`src/rtl/ps2_key_decoder.sv`:
```
// PS/2 set-2 keyboard receiver: filtered clock, framed and parity-checked reception,
// make/break/extended decoding and held-key flags for the A/D/W/S game controls.
module ps2_key_decoder #(
    parameter int          FILTER_LEN  = 8,
    parameter int          TIMEOUT_CYC = 50000,
    parameter logic [7:0]  CODE_LEFT   = 8'h1C,
    parameter logic [7:0]  CODE_RIGHT  = 8'h23,
    parameter logic [7:0]  CODE_UP     = 8'h1D,
    parameter logic [7:0]  CODE_DOWN   = 8'h1B
) (
    input  logic       sysclk,
    input  logic       rst_n,
    input  logic       keyClock,
    input  logic       keyData,
    output logic       left,
    output logic       right,
    output logic       up,
    output logic       down,
    output logic [7:0] code,
    output logic       code_valid,
    output logic       code_break,
    output logic       code_ext,
    output logic       frame_err
);

    localparam int FCW = $clog2(FILTER_LEN + 1);
    localparam int WDW = $clog2(TIMEOUT_CYC + 1);

    typedef enum logic [1:0] {IDLE, DATA, PARITY, STOP} state_t;

    logic           clk_meta, clk_sync, data_meta, data_sync;
    logic           filt_clk, fall;
    logic [FCW-1:0] filt_cnt;

    state_t         state;
    logic [2:0]     bitcnt;
    logic [7:0]     shreg;
    logic           par_bit;
    logic [WDW-1:0] wdog;
    logic           ext_pend, brk_pend;

    // NOTE: every register here is assigned with <= so all blocks see pre-edge values.
    always_ff @(posedge sysclk) begin
        if (!rst_n) begin
            clk_meta  <= 1'b1;
            clk_sync  <= 1'b1;
            data_meta <= 1'b1;
            data_sync <= 1'b1;
        end else begin
            clk_meta  <= keyClock;
            clk_sync  <= clk_meta;
            data_meta <= keyData;
            data_sync <= data_meta;
        end
    end

    // A new clock level is accepted only after FILTER_LEN consecutive agreeing samples.
    always_ff @(posedge sysclk) begin
        if (!rst_n) begin
            filt_clk <= 1'b1;
            filt_cnt <= '0;
            fall     <= 1'b0;
        end else begin
            fall <= 1'b0;
            if (clk_sync == filt_clk) begin
                filt_cnt <= '0;
            end else if (filt_cnt == FCW'(FILTER_LEN - 1)) begin
                filt_clk <= clk_sync;
                filt_cnt <= '0;
                fall     <= filt_clk;
            end else begin
                filt_cnt <= filt_cnt + 1'b1;
            end
        end
    end

    always_ff @(posedge sysclk) begin
        if (!rst_n) begin
            state      <= IDLE;
            bitcnt     <= '0;
            shreg      <= '0;
            par_bit    <= 1'b0;
            wdog       <= '0;
            ext_pend   <= 1'b0;
            brk_pend   <= 1'b0;
            left       <= 1'b0;
            right      <= 1'b0;
            up         <= 1'b0;
            down       <= 1'b0;
            code       <= 8'h00;
            code_valid <= 1'b0;
            code_break <= 1'b0;
            code_ext   <= 1'b0;
            frame_err  <= 1'b0;
        end else begin
            code_valid <= 1'b0;
            frame_err  <= 1'b0;
            if (fall) begin
                wdog <= '0;
                case (state)
                    IDLE: begin
                        if (!data_sync) begin
                            state  <= DATA;
                            bitcnt <= '0;
                        end
                    end
                    DATA: begin
                        shreg  <= {data_sync, shreg[7:1]};
                        bitcnt <= bitcnt + 3'd1;
                        if (bitcnt == 3'd7)
                            state <= PARITY;
                    end
                    PARITY: begin
                        par_bit <= data_sync;
                        state   <= STOP;
                    end
                    STOP: begin
                        state <= IDLE;
                        if (data_sync && ^{shreg, par_bit}) begin
                            if (shreg == 8'hE0) begin
                                ext_pend <= 1'b1;
                            end else if (shreg == 8'hF0) begin
                                brk_pend <= 1'b1;
                            end else begin
                                code       <= shreg;
                                code_break <= brk_pend;
                                code_ext   <= ext_pend;
                                code_valid <= 1'b1;
                                ext_pend   <= 1'b0;
                                brk_pend   <= 1'b0;
                                // Extended codes share byte values with the game keys; ignore them.
                                if (!ext_pend) begin
                                    if (shreg == CODE_LEFT)  left  <= ~brk_pend;
                                    if (shreg == CODE_RIGHT) right <= ~brk_pend;
                                    if (shreg == CODE_UP)    up    <= ~brk_pend;
                                    if (shreg == CODE_DOWN)  down  <= ~brk_pend;
                                end
                            end
                        end else begin
                            frame_err <= 1'b1;
                            ext_pend  <= 1'b0;
                            brk_pend  <= 1'b0;
                        end
                    end
                    default: state <= IDLE;
                endcase
            end else if (state != IDLE) begin
                // A stalled frame is abandoned so the next start bit resynchronises.
                if (wdog == WDW'(TIMEOUT_CYC - 1)) begin
                    state     <= IDLE;
                    wdog      <= '0;
                    frame_err <= 1'b1;
                    ext_pend  <= 1'b0;
                    brk_pend  <= 1'b0;
                end else begin
                    wdog <= wdog + 1'b1;
                end
            end
        end
    end

endmodule
```
`config.mk`:
```
export PLATFORM = sky130hd
export DESIGN_NAME = ps2_key_decoder
export DESIGN_NICKNAME = d
export VERILOG_FILES = /design/src/rtl/ps2_key_decoder.sv
export SDC_FILE = /design/constraint.sdc
export NUM_CORES = 1
export LEC_CHECK = 0
export CORE_MARGIN = 2
export CORE_UTILIZATION = 57
export CTS_BUF_LIST = sky130_fd_sc_hd__clkbuf_16
export CTS_CLUSTER_SIZE = 24
export DETAILED_ROUTE_END_ITERATION = 8
export GPL_ROUTABILITY_DRIVEN = 0
export HOLD_SLACK_MARGIN = 0.05
export PLACE_DENSITY = 0.76
export REMOVE_ABC_BUFFERS = 1
export SLEW_MARGIN = 20
export SYNTH_ARGS = -nofsm -noshare
export SYNTH_HDL_FRONTEND = slang
export SYNTH_SLANG_ARGS = --single-unit
```
`constraint.sdc`:
```
create_clock -name sysclk -period 2.4 [get_ports sysclk]
set_clock_uncertainty 0.05 [all_clocks]
set_input_delay 0.48 -clock sysclk [delete_from_list [all_inputs] [get_ports sysclk]]
set_output_delay 0.48 -clock sysclk [all_outputs]
set_load 0.005 [all_outputs]
```
==> metrics.md, run 1 <==
| Metric | Value |
|---|---|
| Run status | `complete, no violations` |
| Power per standard cell area | `692.2 nW/µm²` |
| Count of nets left with antenna violations after detail routing | `0` |
| Most area-hungry cell type in the Yosys netlist | `dfxtp_1` |
| Hold/Removal Path Class | `flop to flop` |
| RSZ-0062 raised after global routing | `no` |
| Final Max Tran Viols | `0` |
| Power consumption | `about 2.2 mW` |
| Category of the worst setup path launch point | `flop` |
| Clock insertion delay at the later pin of the skew report | `320 ps` |
| Antenna cell count | `0` |
| Post-DR vias/cell | `5.646` |
| Ys flop type | `dfxtp_1` |
| WL final | `5299 µm` |
| Kind of cell adding the most delay to the critical path | `XOR/XNOR gates` |
| Flops & latches, synth | `58` |
| Worst-path cell chain | `xor3_1, a211oi_1, mux2i_2, nor4_1, mux2i_1` |
| Worst Hold Slack | `354.8 ps` |
| Horiz. Die Dim | `between 70 and 80 µm` |
| First DRT Iteration DRCs | `approximately 140` |
| Total negative slack for setup checks | `0 ps` |
| Post-synthesis sequential area ratio | `43.98%` |
| CP Buf/Inv Count | `0` |
| Reg power frac | `44.5%` |
| Worst-margin pin slew | `~440 ps` |
| Power share of the combinational group | `1.7%` |
| Count of buffers inserted at the top-level ports | `19` |
| Final hold violation count | `0` |
| Clock tree from TritonCTS | `yes` |
| Max clock buf depth | `2` |
| Portion of total power attributed to the clock network | `53.8%` |
| Max-Slew Margin vs Limit | `70.60%` |
| Placeable core region | `4414 µm²` |
| CTS H-tree lvls | `3` |
| Area enclosed by the die boundary | `5192 µm²` |
| Post-DP HPWL | `3457 µm` |
| Post-synth EDFFs | `0` |
| Share of synthesized registers carrying an async set or reset | `0%` |
| Synth Instances | `299` |
| Global-route wire length before repair | `about 9300 µm` |
| Area share of the largest cell type after synthesis | `43.98%` |
| First-pass detailed-route iteration total | `4` |
| Cell Int Power | `approximately 1.8 mW` |
| GRT Residual Overflow | `0` |
| Floorplan row count | `24` |
| Slowest-stage cell, CP | `xor3_1` |
| Critical-path maximum fanout | `8` |
| Area delta synth->final | `19.48%` |
| Count of yosys warnings during synthesis | `0` |
| Max capacitance violation total | `0` |
| Final WS setup | `approximately 260 ps` |
| Critical path required time | `2590 ps` |
| Final Setup Violations | `0` |
| Library cells used by synthesis | `52` |
| Final critical delay including setup and external delays | `between 2000 and 2500 ps` |
| Clock buffers created by TritonCTS | `9` |
| Die height | `72.06 µm` |
| Antenna violations before repair | `0` |
| Total routing resource utilization after global routing | `23.22%` |
| Buffers inserted during post-CTS setup optimization | `0` |
| Routed wire per std cell | `around 14 µm` |
| Post-synthesis area per instance | `slightly below 9 µm²` |
| Largest stage delay, worst path | `500 ps` |
| Maximum number of pins on one net before global-route repair | `32` |
| Via Count | `2140` |
| Share of layout cells above drive strength 1 | `7.645%` |
| Resize count post-CTS | `0` |
| Num Clock Sinks | `58` |
| I/O pins | `20` |
| Switching pwr | `~0.42 mW` |
| Post-synth design cell area | `between 2000 and 3000 µm²` |
| Total of hold buffers inserted after clock tree synthesis | `0` |
| Leakage power figure | `roughly 1.2 nW` |
| Classification of the worst setup path | `flop to flop` |
| Achievable clock frequency | `0.4677 GHz` |
| Nets | `roughly 330` |
| Kind of capture point of the worst setup path | `flop` |
| Root buffer cell | `clkbuf_16` |
| DRC violation count after routing | `0` |
| Fraction of power spent switching nets | `19.38%` |
| Cell types with the largest area share after synthesis | `dfxtp_1 (44%), nand2_1 (6.4%), xor2_1 (4.3%)` |
| Largest vdd supply drop | `about 0.5 mV` |
| Initial standard-cell utilization of the core | `approximately 60%` |
| Data arrival at the endpoint of the critical path | `2320 ps` |
| Share of the clock period used by the worst path after layout | `89.09%` |
| Post-place setup slack | `379.6 ps` |
| Vias in the first global route | `2042` |
| Clock slew at the register clock pins of the worst setup and hold paths | `50 ps` |
cells in the final DEF (no fill, tap or decap), types with 2 or more instances in the layout:
| cell | n |
|---|---|
| nand2_1 | 45 |
| clkbuf_16 | 9 |
| nand2b_1 | 6 |
| dfxtp_1 | 58 |
| inv_1 | 10 |
| o31ai_1 | 2 |
| nand3b_1 | 2 |
| o21ai_0 | 14 |
| clkdlybuf4s50_1 | 19 |
| nand4b_1 | 4 |
| a22oi_1 | 2 |
| buf_4 | 9 |
| clkinv_1 | 5 |
| or3_1 | 2 |
| and4_1 | 3 |
| nand4_1 | 4 |
| nor3_1 | 5 |
| ha_1 | 8 |
| nor4_1 | 2 |
| nor2_1 | 29 |
| xor2_1 | 13 |
| xnor2_1 | 8 |
| nor3b_1 | 3 |
| nand3_1 | 22 |
| mux2i_1 | 5 |
| and3_1 | 2 |
| a21oi_1 | 12 |
| or4b_1 | 2 |
power by group through the flow:
stage          Combinational (mW)  Clock, mW  Sequential (mW)
3_5_place_dp               0.0371          0            0.990
5_1_grt                    0.0412       1.26            0.970
2_1_floorplan              0.0143          0            0.989
4_1_cts                    0.0374       1.20            0.971
3_3_place_gp               0.0363          0            0.990
6_report                   0.0372       1.17            0.971
state kept, by name (all words and copies together) (netlist names), 2 cells and up:
signal,count
bitcnt,3
filt_cnt,4
state,2
code,8
shreg,8
wdog,16
cell usage after synthesis (all sizes together), types with 8 or more instances:
cell	n
buf	10
nand2	45
nand3	22
ha	8
inv	8
nor2	29
xor2	13
o21ai	14
dfxtp	58
a21oi	12
xnor2	8
layout make-up:
class	count	area, µm²
clock buffers	9	225.2
clock inverters	7	52.55
fillers	339	1260
inverters	9	33.78
multi-input cells	216	1359
flip-flops and latches	58	1161
well taps	52	65.06
repair buffers	28	257.7
metrics by stage:
stage / utilization (%) / area [µm²] / instances
6_report: 71.46 / 3154 / 379
5_1_grt: 71.46 / 3154 / 379
4_1_cts: 71.46 / 3154 / 379
3_5_place_dp: 65.16 / 2877 / 363
3_3_place_gp: 65.16 / 2877 / 363
2_1_floorplan: - / 2554 / 283
cells by family after synthesis:
logic type / share of synthesized area, %
AOI/OAI and AO/OA: 9.527
xor gates and xnor gates: 9.621
adders and majority gates: 3.792
buffers and inverters: 4.549
DFF: 43.98
muxes: 2.417
and+or+nand+nor: 26.11
worst paths after layout:
check	slack, ps	to	startpoint	cells past startpoint
min reg2reg	350	clk_sync$_SDFF_PN1_	clk_meta$_SDFF_PN1_	1
max	260	up$_SDFFE_PN0P_	shreg[5]$_SDFFE_PN0P_	5
min	350	clk_sync$_SDFF_PN1_	clk_meta$_SDFF_PN1_	1
max reg2reg	260	up$_SDFFE_PN0P_	shreg[5]$_SDFFE_PN0P_	5
layer usage:
layer | vias up | part of all wire, % | global-route usage (%)
met5 | - | 0 | 0
met4 | 0 | 2.2 | 10.90
met3 | 12 | 4.9 | 7.361
met2 | 60 | 47 | 36.32
met1 | 993 | 46 | 29.29
li1 | 1075 | - | -
(Power assumes the default switching activity.)
==> inputs of run 2 (changes only) <==
--- a/config.mk
+++ b/config.mk
@@ -8,6 +8,7 @@
 export CORE_MARGIN = 2
 export CORE_UTILIZATION = 57
 export CTS_BUF_LIST = sky130_fd_sc_hd__clkbuf_16
+export CTS_CLUSTER_DIAMETER = 60
 export CTS_CLUSTER_SIZE = 24
 export DETAILED_ROUTE_END_ITERATION = 8
 export GPL_ROUTABILITY_DRIVEN = 0
==> results of run 2 <==
Same layout as run 1: the final DEF is identical, and so are final timing and power.
